===== config.mk =====
export PLATFORM = sky130hd
export DESIGN_NAME = adc_scan_sequencer
export DESIGN_NICKNAME = d
export VERILOG_FILES = /design/src/rtl/adc_seq_pkg.sv /design/src/rtl/lowest_bit_sel.sv /design/src/rtl/adc_scan_sequencer.sv
export SDC_FILE = /design/constraint.sdc
export NUM_CORES = 1
export LEC_CHECK = 0
export CAP_MARGIN = 30
export CORE_MARGIN = 8
export CORE_UTILIZATION = 35
export CTS_CLUSTER_SIZE = 30
export DETAILED_ROUTE_END_ITERATION = 8
export PLACE_DENSITY_LB_ADDON = 0.08
export SLEW_MARGIN = 10
export SYNTH_ARGS = -nofsm -noshare
export SYNTH_HDL_FRONTEND = slang
export SYNTH_SLANG_ARGS = --single-unit

===== constraint.sdc =====
create_clock -name clk -period 6.18 [get_ports clk]
set_input_delay 1.854 -clock clk [delete_from_list [all_inputs] [get_ports clk]]
set_output_delay 1.854 -clock clk [all_outputs]
set_load 0.01 [all_outputs]

===== src/rtl/adc_seq_pkg.sv =====
// adc_seq_pkg: shared channel geometry and scan FSM states for the ADC scan sequencer
package adc_seq_pkg;
  localparam int NUM_CH = 8;
  localparam int CH_W = 3;
  typedef enum logic [2:0] {IDLE, SELECT, SETTLE, START, WAIT, STORE} state_t;
endpackage


===== src/rtl/lowest_bit_sel.sv =====
// lowest_bit_sel: priority encoder returning the lowest set bit of a channel mask
module lowest_bit_sel
  import adc_seq_pkg::*;
(
  input  logic [NUM_CH-1:0] mask,
  output logic [CH_W-1:0]   idx,
  output logic              any
);
  always_comb begin
    idx = '0;
    for (int i = NUM_CH - 1; i >= 0; i--) if (mask[i]) idx = CH_W'(i);
  end
  assign any = |mask;
endmodule


===== src/rtl/adc_scan_sequencer.sv =====
// adc_scan_sequencer: converts each enabled ADC channel in ascending order once per sample_tick
module adc_scan_sequencer
  import adc_seq_pkg::*;
#(
  parameter int DATA_W = 12,
  parameter int SETTLE_CYCLES = 16,
  parameter int TIMEOUT_CYCLES = 1024
) (
  input  logic              clk,
  input  logic              reset,
  input  logic              scan_en,
  input  logic [NUM_CH-1:0] channel_mask,
  input  logic              sample_tick,
  input  logic              clear_flags,
  input  logic              spi_busy,
  input  logic              spi_done,
  input  logic [DATA_W-1:0] spi_data,
  output logic              spi_start,
  output logic [CH_W-1:0]   spi_channel,
  output logic              sample_valid,
  output logic [CH_W-1:0]   sample_ch,
  output logic [DATA_W-1:0] sample_data,
  output logic              round_done,
  output logic              overrun,
  output logic              timeout_err,
  output logic [NUM_CH-1:0] led
);
  localparam int MAX_CNT = SETTLE_CYCLES > TIMEOUT_CYCLES ? SETTLE_CYCLES : TIMEOUT_CYCLES;
  localparam int CNT_W = $clog2(MAX_CNT + 1);
  state_t            state;
  logic [NUM_CH-1:0] round_mask;
  logic [CNT_W-1:0]  cnt;
  logic [CH_W-1:0]   low_idx;
  logic              low_any;
  lowest_bit_sel u_sel (.mask(round_mask), .idx(low_idx), .any(low_any));
  always_ff @(posedge clk or posedge reset) begin
    if (reset) begin
      state <= IDLE;
      round_mask <= '0;
      cnt <= '0;
      spi_start <= 1'b0;
      spi_channel <= '0;
      sample_valid <= 1'b0;
      sample_ch <= '0;
      sample_data <= '0;
      round_done <= 1'b0;
      overrun <= 1'b0;
      timeout_err <= 1'b0;
      led <= '0;
    end else begin
      spi_start <= 1'b0;
      sample_valid <= 1'b0;
      round_done <= 1'b0;
      led <= (state inside {SETTLE, START, WAIT, STORE}) ? NUM_CH'(1) << spi_channel : channel_mask;
      if (clear_flags) begin
        overrun <= 1'b0;
        timeout_err <= 1'b0;
      end
      // later assignment wins, so a same-cycle set beats clear_flags
      if (sample_tick && state != IDLE) overrun <= 1'b1;
      case (state)
        IDLE:
          if (sample_tick && scan_en && |channel_mask) begin
            round_mask <= channel_mask;
            state <= SELECT;
          end
        SELECT:
          if (!scan_en) state <= IDLE;
          else if (!low_any) begin
            round_done <= 1'b1;
            state <= IDLE;
          end else begin
            spi_channel <= low_idx;
            cnt <= '0;
            state <= SETTLE;
          end
        SETTLE:
          if (!scan_en) state <= IDLE;
          else if (cnt == CNT_W'(SETTLE_CYCLES - 1)) begin
            cnt <= '0;
            state <= START;
          end else cnt <= cnt + 1'b1;
        START:
          if (!spi_busy) begin
            spi_start <= 1'b1;
            cnt <= '0;
            state <= WAIT;
          end
        WAIT:
          if (spi_done) begin
            sample_valid <= 1'b1;
            sample_ch <= spi_channel;
            sample_data <= spi_data;
            state <= STORE;
          end else if (cnt == CNT_W'(TIMEOUT_CYCLES - 1)) begin
            timeout_err <= 1'b1;
            round_mask[spi_channel] <= 1'b0;
            state <= SELECT;
          end else cnt <= cnt + 1'b1;
        STORE: begin
          round_mask[spi_channel] <= 1'b0;
          state <= SELECT;
        end
        default: state <= IDLE;
      endcase
    end
  end
endmodule


==> results of run 1 <==
## path summary, 6_finish.rpt
path | endpoint | depth (start not counted) | slack [ns]
hold reg to reg | timeout_err | 1 | 0.51
max in group asynchronous | spi_start | 3 | 3.69
hold / removal | timeout_err | 1 | 0.51
setup / recovery | round_mask[0] | 6 | 2.55
min in group asynchronous | sample_data[2] | 3 | 2.02
setup reg to reg | round_mask[0] | 6 | 3.65
## power by group
group | leakage (uW) | switching [uW] | internal [uW] | total [uW]
clock | 0.0000512 | 122 | 91.2 | 213
combinational | 0.000720 | 327 | 349 | 676
sequential | 0.000695 | 109 | 459 | 568
## stage by stage
step	std cells	total power, uW	hold WS, ns	setup WS, ns
2_1_floorplan	253	972	0.481	2.95
3_3_place_gp	400	1250	0.488	2.25
3_5_place_dp	400	1260	0.495	2.24
4_1_cts	408	1480	0.519	2.57
5_1_grt	409	1580	0.526	2.47
6_report	409	1460	0.510	2.55
## area by class of cell
cell class                 count  area, um2  share of cell area (%)
clock buffer                   6       82.6                    2.42
clock inverter                 2       13.8                   0.403
inverter                       7       26.3                   0.770
multi-input combinational    179       1240                    36.5
sequential                    53       1330                    38.9
tap                          102        128                    3.74
timing repair buffer          60        591                    17.3
## flip-flops by register name, indices dropped and copies added, names as in the netlist
register and flops:
cnt 11, led 8, overrun 1, round_done 1
round_mask 8, sample_ch 3, sample_data 12, sample_valid 1
spi_channel 3, spi_start 1, state 3, timeout_err 1
## layout by cell type (no fill, tap or decap), drive strengths merged, types with 4 or more instances in the layout
cell,Yosys,routed
nor3,7,7
nand3b,5,5
mux2,15,15
a32o,4,4
dfrtp,53,53
nor2,15,15
o31ai,11,11
nand4,4,4
or3,4,4
ha,4,4
nor3b,4,4
a21oi,8,8
inv,7,7
nand2,19,19
or4,5,5
clkdlybuf4s50,0,57
a221o,8,8
nand3,7,7
clkbuf,7,6
and3,9,9
nand2b,5,5
o21ai,19,19
## routing by layer
| layer | vias to the layer above | GRT usage, % | wire (um) |
|---|---|---|---|
| met4 | 0 | 4.45 | 103 |
| met1 | 1038 | 18.0 | 3290 |
| li1 | 1053 | - | - |
| met5 | - | 0 | 0 |
| met2 | 45 | 21.3 | 3050 |
| met3 | 8 | 3.15 | 338 |
## critical path: cells and delay by family
family          cells  cell delay, ns
simple gates        2            0.71
buf+inv             2            0.63
compound gates      2            0.63
## cell families (layout without fill, tap and decap cells)
family,Yosys count,count (layout)
adder cells (fa/ha/maj),4,4
multiplexers,15,15
AND/OR/NAND/NOR,93,93
AO/OA/AOI/OAI,66,66
flip-flops,53,53
buffers and inverters,21,75
XOR/XNOR,1,1
==> parameters.txt, run 1 <==
Parameter                              Value

Synthesis
  Main combinational cell family by area after synthesis ... simple AND/OR/NAND/NOR gates
  Share of flip-flops with an asynchronous set or reset ... 100%
  Seq/Total Area, Yosys ... about half
  Distinct cell type count after synthesis ... 48
  Compound-cell area share of the yosys netlist ... between 15 and 20%
  Synth Instances ... roughly 250
  Dominant cells by area after synthesis ... sky130_fd_sc_hd__dfrtp_1 50%, sky130_fd_sc_hd__mux2_2 6.3%, sky130_fd_sc_hd__o21ai_0 3.2%
  Number of warning messages in the yosys log ... 0
  Top cell type by total area after synthesis ... sky130_fd_sc_hd__dfrtp_1
  Combined area of all synthesized cells ... around 2700 um2
  Register bit total from synthesis ... 53
  Per-instance average area after synthesis ... 10.5 um2
  Post-synth top cells ... 53 x sky130_fd_sc_hd__dfrtp_1, 19 x sky130_fd_sc_hd__nand2_1, 17 x sky130_fd_sc_hd__o21ai_0
  Area share of fa/ha/maj cells after synthesis ... about 1.9%
  Top cell type's share of synthesized area ... about 50%
  Portion of netlist area occupied by mux cells ... between 6 and 7%
  Number of enable flip-flop cells after synthesis ... 0
  Dominant synthesized flop cell ... sky130_fd_sc_hd__dfrtp_1
  Xor/xnor cell area share of the yosys netlist ... less than 1%
  Most used standard cell by instance count after synthesis ... sky130_fd_sc_hd__dfrtp_1
  Synthesized net count ... 284
  Simple-gate portion of the synthesized area ... between 20% and 30%

Power and ir drop
  Leakage dissipation ... around 0.0015 uW
  Largest voltage drop on the vdd net ... ~0.18 mV
  Power density of the placed cells ... between 400 and 500 nW/um2

Placed design
  Cell area after placement ... roughly 3300 um2
  Last weighted congestion value of the routability-driven placer ... 0.802
  Placed wire-length estimate after detailed placement ... 4680 um
  Number of buffer cells added on primary ports ... 57

Global routing
  Number of global-route vias before repair ... approximately 2.2k
  Largest net degree at the start of global routing ... 54
  Total GRT Usage ... a little over an eighth
  Final global-route overflow total ... 0
  Initial antenna violation count ... 0
  Global-route wire length before repair ... about 11,000 um

Detailed routing
  Post-detailed-route count of antenna-violating nets ... 0
  Routed WL ... 6780 um
  Post-detailed-route DRC marker count ... 0
  Total iterations of the first detailed-routing run ... 4
  Wirelength per Cell ... about 17 um
  Total vias in the final route ... approximately 2.1k
  Via count normalized by instance count ... 5.24
  Initial drt markers ... 103

STA
  Max_slew headroom ... 42.5%
  Tightest Pin Transition ... roughly 0.86 ns
  RSZ-0062 raised after global routing ... no
  Fin. Hold Viols ... 0
  Max Clock Freq ... about 280 MHz
  Minimum clock period ... around 3.6 ns
  Number of pins with negative max-slew slack in the final report ... 0
  Setup TNS after final layout ... 0 ns
  Maximum clock skew at final layout ... between 0.005 and 0.006 ns
  Part of the cycle the worst path needs ... about three fifths
  Setup-failing EPs final ... 0

Worst setup path
  Classification of the worst setup path ... input pin to flop
  CP endpoint kind ... flop
  Required time of the critical path ... 6.38 ns
  Maximum net fanout on the critical path ... 7
  Worst stage delay on the critical path ... between 0.5 and 0.6 ns
  Signal arrival time at the worst endpoint ... ~3.8 ns
  Startpoint type of the worst setup path ... input pin
  Launch point of the worst reg-to-reg path ... cnt[0]
  Worst Setup SP ... channel_mask[6]
  Slowest CP cell ... sky130_fd_sc_hd__or4_1
  Chain of cells forming the critical path ... clkdlybuf4s50_1 > or4_1 > o211ai_1 > nor3_1 > buf_2 > a221o_1

Floorplanning
  Top-level I/O count ... 58
  Num rows ... 32
  Starting density of the core ... between 30% and 40%
  Chip Width ... around 100 um
  Area inside the core boundary ... approximately 7600 um2
  Floorplan die area ... approximately 11,000 um2
  Vertical die dimension ... 103 um

Clock tree
  Post-CTS setup-driven buffer insertion count ... 0
  Cts-stage hold buffer count ... 0
  Clock tree root buffer cell ... sky130_fd_sc_hd__clkbuf_8
  H-tree lvl count ... 2
  Bufs on Longest Clock Path ... 2
  Clock tree from TritonCTS ... done
  # clock sinks ... 53
  CTS resizes ... 0
  Clock input transition at the sequential cells of the worst setup and hold paths ... roughly 0.10 ns
  Clock insertion delay at the later pin of the skew report ... 0.31 ns
  Number of buffers inserted during clock tree synthesis ... 5

Run status
  Result of the run ... completed

Finish
  ANT cells ... 0
  Fraction of final layout cells sized beyond drive strength 1 ... a little under an eighth
  Finished Core Util ... between 40% and 50%
  Number of nets in the layout ... about 340
  Non-Filler Cell Area, Final ... ~3400 um2
  Area growth from synthesis to layout ... 28.0%
  Number of filler cells placed in the layout ... 740

Worst hold path
  Worst Hold Class ... flop to flop
  Hold path startpoint ... timeout_err

Flow run
  Max-Cap Viols ... 0
Note: power is estimated with default switching activity, not from simulation.
==> inputs of run 2 (changes only) <==
- clock period: 6.18 -> 3.1 ns (I/O delays scaled with it)
==> run 2 against run 1 <==
  * Register-to-register slack worse by 3.0 ns
  * Design area up 2.3%
  * Non-clock buffer count up 7
  * Global-route usage up 0.15 points
  * Clock skew down 0.0019 ns
  * Clock-buffer cell count down 1
  * Via count up 3.1%
  * Hold slack better by 0.0028 ns
  * Clock power up 120%
  * Critical endpoint is now round_mask[5]
  * Highest routed layer unchanged
==> parameters.txt, run 2 (synthesis results as in run 1) <==
Parameter                              Value

Power and ir drop
  Switching Power ... 1120 uW (was 558 uW)
  Power density of the placed cells ... 865 nW/um2 (was 427 nW/um2)
  Switching power as a share of total power ... 37.0% (was 38.3%)
  Combinational fraction of design power ... 46.9% (was 46.4%)
  Sequential share of power ... 37.5% (was 39.0%)
  Clock power share ... 15.6% (was 14.6%)
  Largest voltage drop on the vdd net ... 0.383 mV (was 0.183 mV)
  Pint ... 1900 uW (was 899 uW)
  Leakage dissipation ... 0.00151 uW (was 0.00147 uW)

Global routing
  Global-route wire length before repair ... 11,400 um (was 11,200 um)
  Global-route met2 utilization ... 22.2% (was 21.3%)
  Layer with the highest usage ... met2 (unchanged)
  Total GRT Usage ... 13.7% (was 13.6%)
  Routing usage on met1 ... 17.6% (was 18.0%)
  Largest net degree at the start of global routing ... 54 (unchanged)
  Number of global-route vias before repair ... 2,279 (was 2,197)
  Met3 Use GR ... 3.68% (was 3.15%)
  Final global-route overflow total ... 0 (unchanged)
  Initial antenna violation count ... 0 (unchanged)

Detailed routing
  Total vias in the final route ... 2,210 (was 2,144)
  Post-detailed-route DRC marker count ... 0 (unchanged)
  Routed WL ... 6630 um (was 6780 um)
  Initial drt markers ... 114 (was 103)
  Via count normalized by instance count ... 5.33 (was 5.24)
  Post-detailed-route count of antenna-violating nets ... 0 (unchanged)
  Wirelength per Cell ... 16.0 um (was 16.6 um)
  Total iterations of the first detailed-routing run ... 4 (unchanged)

Finish
  Largest registers ... sample_data x12, cnt x11 (unchanged)
  Number of filler cells placed in the layout ... 718 (was 740)
  Layout Cells excl Fill ... 415 (was 409)
  Largest register FFs ... 12 (unchanged)
  Fraction of final layout cells sized beyond drive strength 1 ... 13.4% (was 11.7%)
  Most frequent cells in the layout ... 57 x sky130_fd_sc_hd__clkdlybuf4s50_1, 53 x sky130_fd_sc_hd__dfrtp_1, 19 x sky130_fd_sc_hd__nand2_1 (unchanged)
  ANT cells ... 0 (unchanged)
  Number of nets in the layout ... 344 (was 337)
  Reg with most FFs ... sample_data (unchanged)
  Area growth from synthesis to layout ... 30.9% (was 28.0%)
  Leading cell type in the layout, fill and taps excluded ... sky130_fd_sc_hd__clkdlybuf4s50_1 (unchanged)

Worst setup path
  Signal arrival time at the worst endpoint ... 2.88 ns (was 3.83 ns)
  Chain of cells forming the critical path ... clkdlybuf4s50_1 > or4_1 > o211ai_1 > nand2_1 > o211ai_1 > a221o_1 (was clkdlybuf4s50_1 > or4_1 > o211ai_1 > nor3_1 > buf_2 > a221o_1)
  CP dominant cell by count ... sky130_fd_sc_hd__o211ai_1
  R2R setup slack ... 0.61 ns (was 3.65 ns)
  Maximum net fanout on the critical path ... 8 (was 7)
  Gate family responsible for the most delay along the worst path ... compound AO/OA/AOI/OAI gates (was simple AND/OR/NAND/NOR gates)
  Startpoint type of the worst setup path ... input pin (unchanged)
  Required time of the critical path ... 3.35 ns (was 6.38 ns)
  CP endpoint kind ... flop (unchanged)
  Classification of the worst setup path ... input pin to flop (unchanged)
  Worst path buffer plus inverter count ... 1 (was 2)
  Slowest CP cell ... sky130_fd_sc_hd__or4_1 (unchanged)
  Worst stage delay on the critical path ... 0.56 ns (was 0.59 ns)

Clock tree
  Clock tree from TritonCTS ... done (unchanged)
  Cts-stage hold buffer count ... 0 (unchanged)
  CTS resizes ... 0 (unchanged)
  Clock insertion delay at the later pin of the skew report ... 0.30 ns (was 0.31 ns)
  Clock tree root buffer cell ... sky130_fd_sc_hd__clkbuf_8 (unchanged)
  Post-CTS setup-driven buffer insertion count ... 0 (unchanged)
  H-tree lvl count ... 2 (unchanged)
  # clock sinks ... 53 (unchanged)
  Bufs on Longest Clock Path ... 2 (unchanged)
  Number of buffers inserted during clock tree synthesis ... 5 (unchanged)
  Clock input transition at the sequential cells of the worst setup and hold paths ... 0.10 ns (about the same)

STA
  Tightest Pin Transition ... 0.958 ns (was 0.862 ns)
  Number of pins with negative max-slew slack in the final report ... 0 (unchanged)
  Max Clock Freq ... ~380 MHz
  Minimum clock period ... 2.63 ns
  Max_slew headroom ... 35.6% (was 42.5%)
  Setup TNS after final layout ... 0 ns (unchanged)
  Setup-failing EPs final ... 0 (unchanged)
  Fin. Hold Viols ... 0 (unchanged)
  RSZ-0062 raised after global routing ... no (unchanged)
  Part of the cycle the worst path needs ... 84.9%
  Maximum clock skew at final layout ... 0.00402 ns (was 0.00596 ns)

Floorplanning
  Starting density of the core ... 35.2% (unchanged)
  Floorplan die area ... 10,700 um2 (unchanged)
  Num rows ... 32 (unchanged)
  Top-level I/O count ... 58 (unchanged)
  Area inside the core boundary ... 7570 um2 (unchanged)
  Chip Width ... 103 um (unchanged)
  Vertical die dimension ... 103 um (unchanged)

Flow run
  Max-Cap Viols ... 0 (unchanged)

Placed design
  Placed wire-length estimate after detailed placement ... 4860 um (was 4680 um)
  Last weighted congestion value of the routability-driven placer ... 0.793 (was 0.802)
  Number of placed instances with taps included ... 408 (was 400)
  Number of buffer cells added on primary ports ... 57 (unchanged)

Worst hold path
  Worst Hold Class ... flop to flop (unchanged)

Run status
  Result of the run ... completed (unchanged)
## run 2: cell count changes in the layout (fill, tap and decap cells not counted), sizes merged
cell	before	now
buf	3	10
clkinv	2	0
bufinv	0	1
clkbuf	6	5
inv	7	8
## run 2: power groups by stage
stage	clock network (uW)	logic, uW	registers (uW)
2_1_floorplan	0	808	1130
3_3_place_gp	0	1420	1140
3_5_place_dp	0	1440	1150
4_1_cts	491	1440	1140
5_1_grt	518	1570	1180
6_report	471	1420	1130
## run 2: final timing paths
path	start	end	depth (start not counted)
max	channel_mask[6]	round_mask[5]	6
min	sample_data[5]	sample_data[5]	1
max reg2reg	cnt[0]	round_mask[5]	6
min reg2reg	sample_data[5]	sample_data[5]	1
max in group asynchronous	reset	spi_start	3
min in group asynchronous	reset	led[2]	3
## run 2: stage by stage
stage,worst slack [ns],total power (uW),utilization [%],cell area [um2],hold WS (ns)
final,0.469,3020,46.1,3490,0.512
after global routing,0.372,3270,46.1,3490,0.538
after CTS,0.454,3070,46.1,3490,0.519
after detailed placement,0.133,2580,44.7,3380,0.495
after global placement,0.209,2570,44.7,3380,0.488
after floorplan,0.792,1940,-,2670,0.481
## run 2: layer usage
metal	vias up	routed length, um
li1	1071	-
met1	1078	3050
met2	56	3130
met3	5	400
met4	0	51
met5	-	0
## run 2: cell type report
class                           instances  area, um2  share of cell area [%]
Clock buffer                            5       68.8                    1.97
Multi-Input combinational cell        179       1240                    35.7
Tap cell                              102        128                    3.66
Sequential cell                        53       1330                    38.0
Inverter                                7       26.3                   0.753
Timing Repair Buffer                   67        658                    18.9
Clock inverter                          2       38.8                    1.11
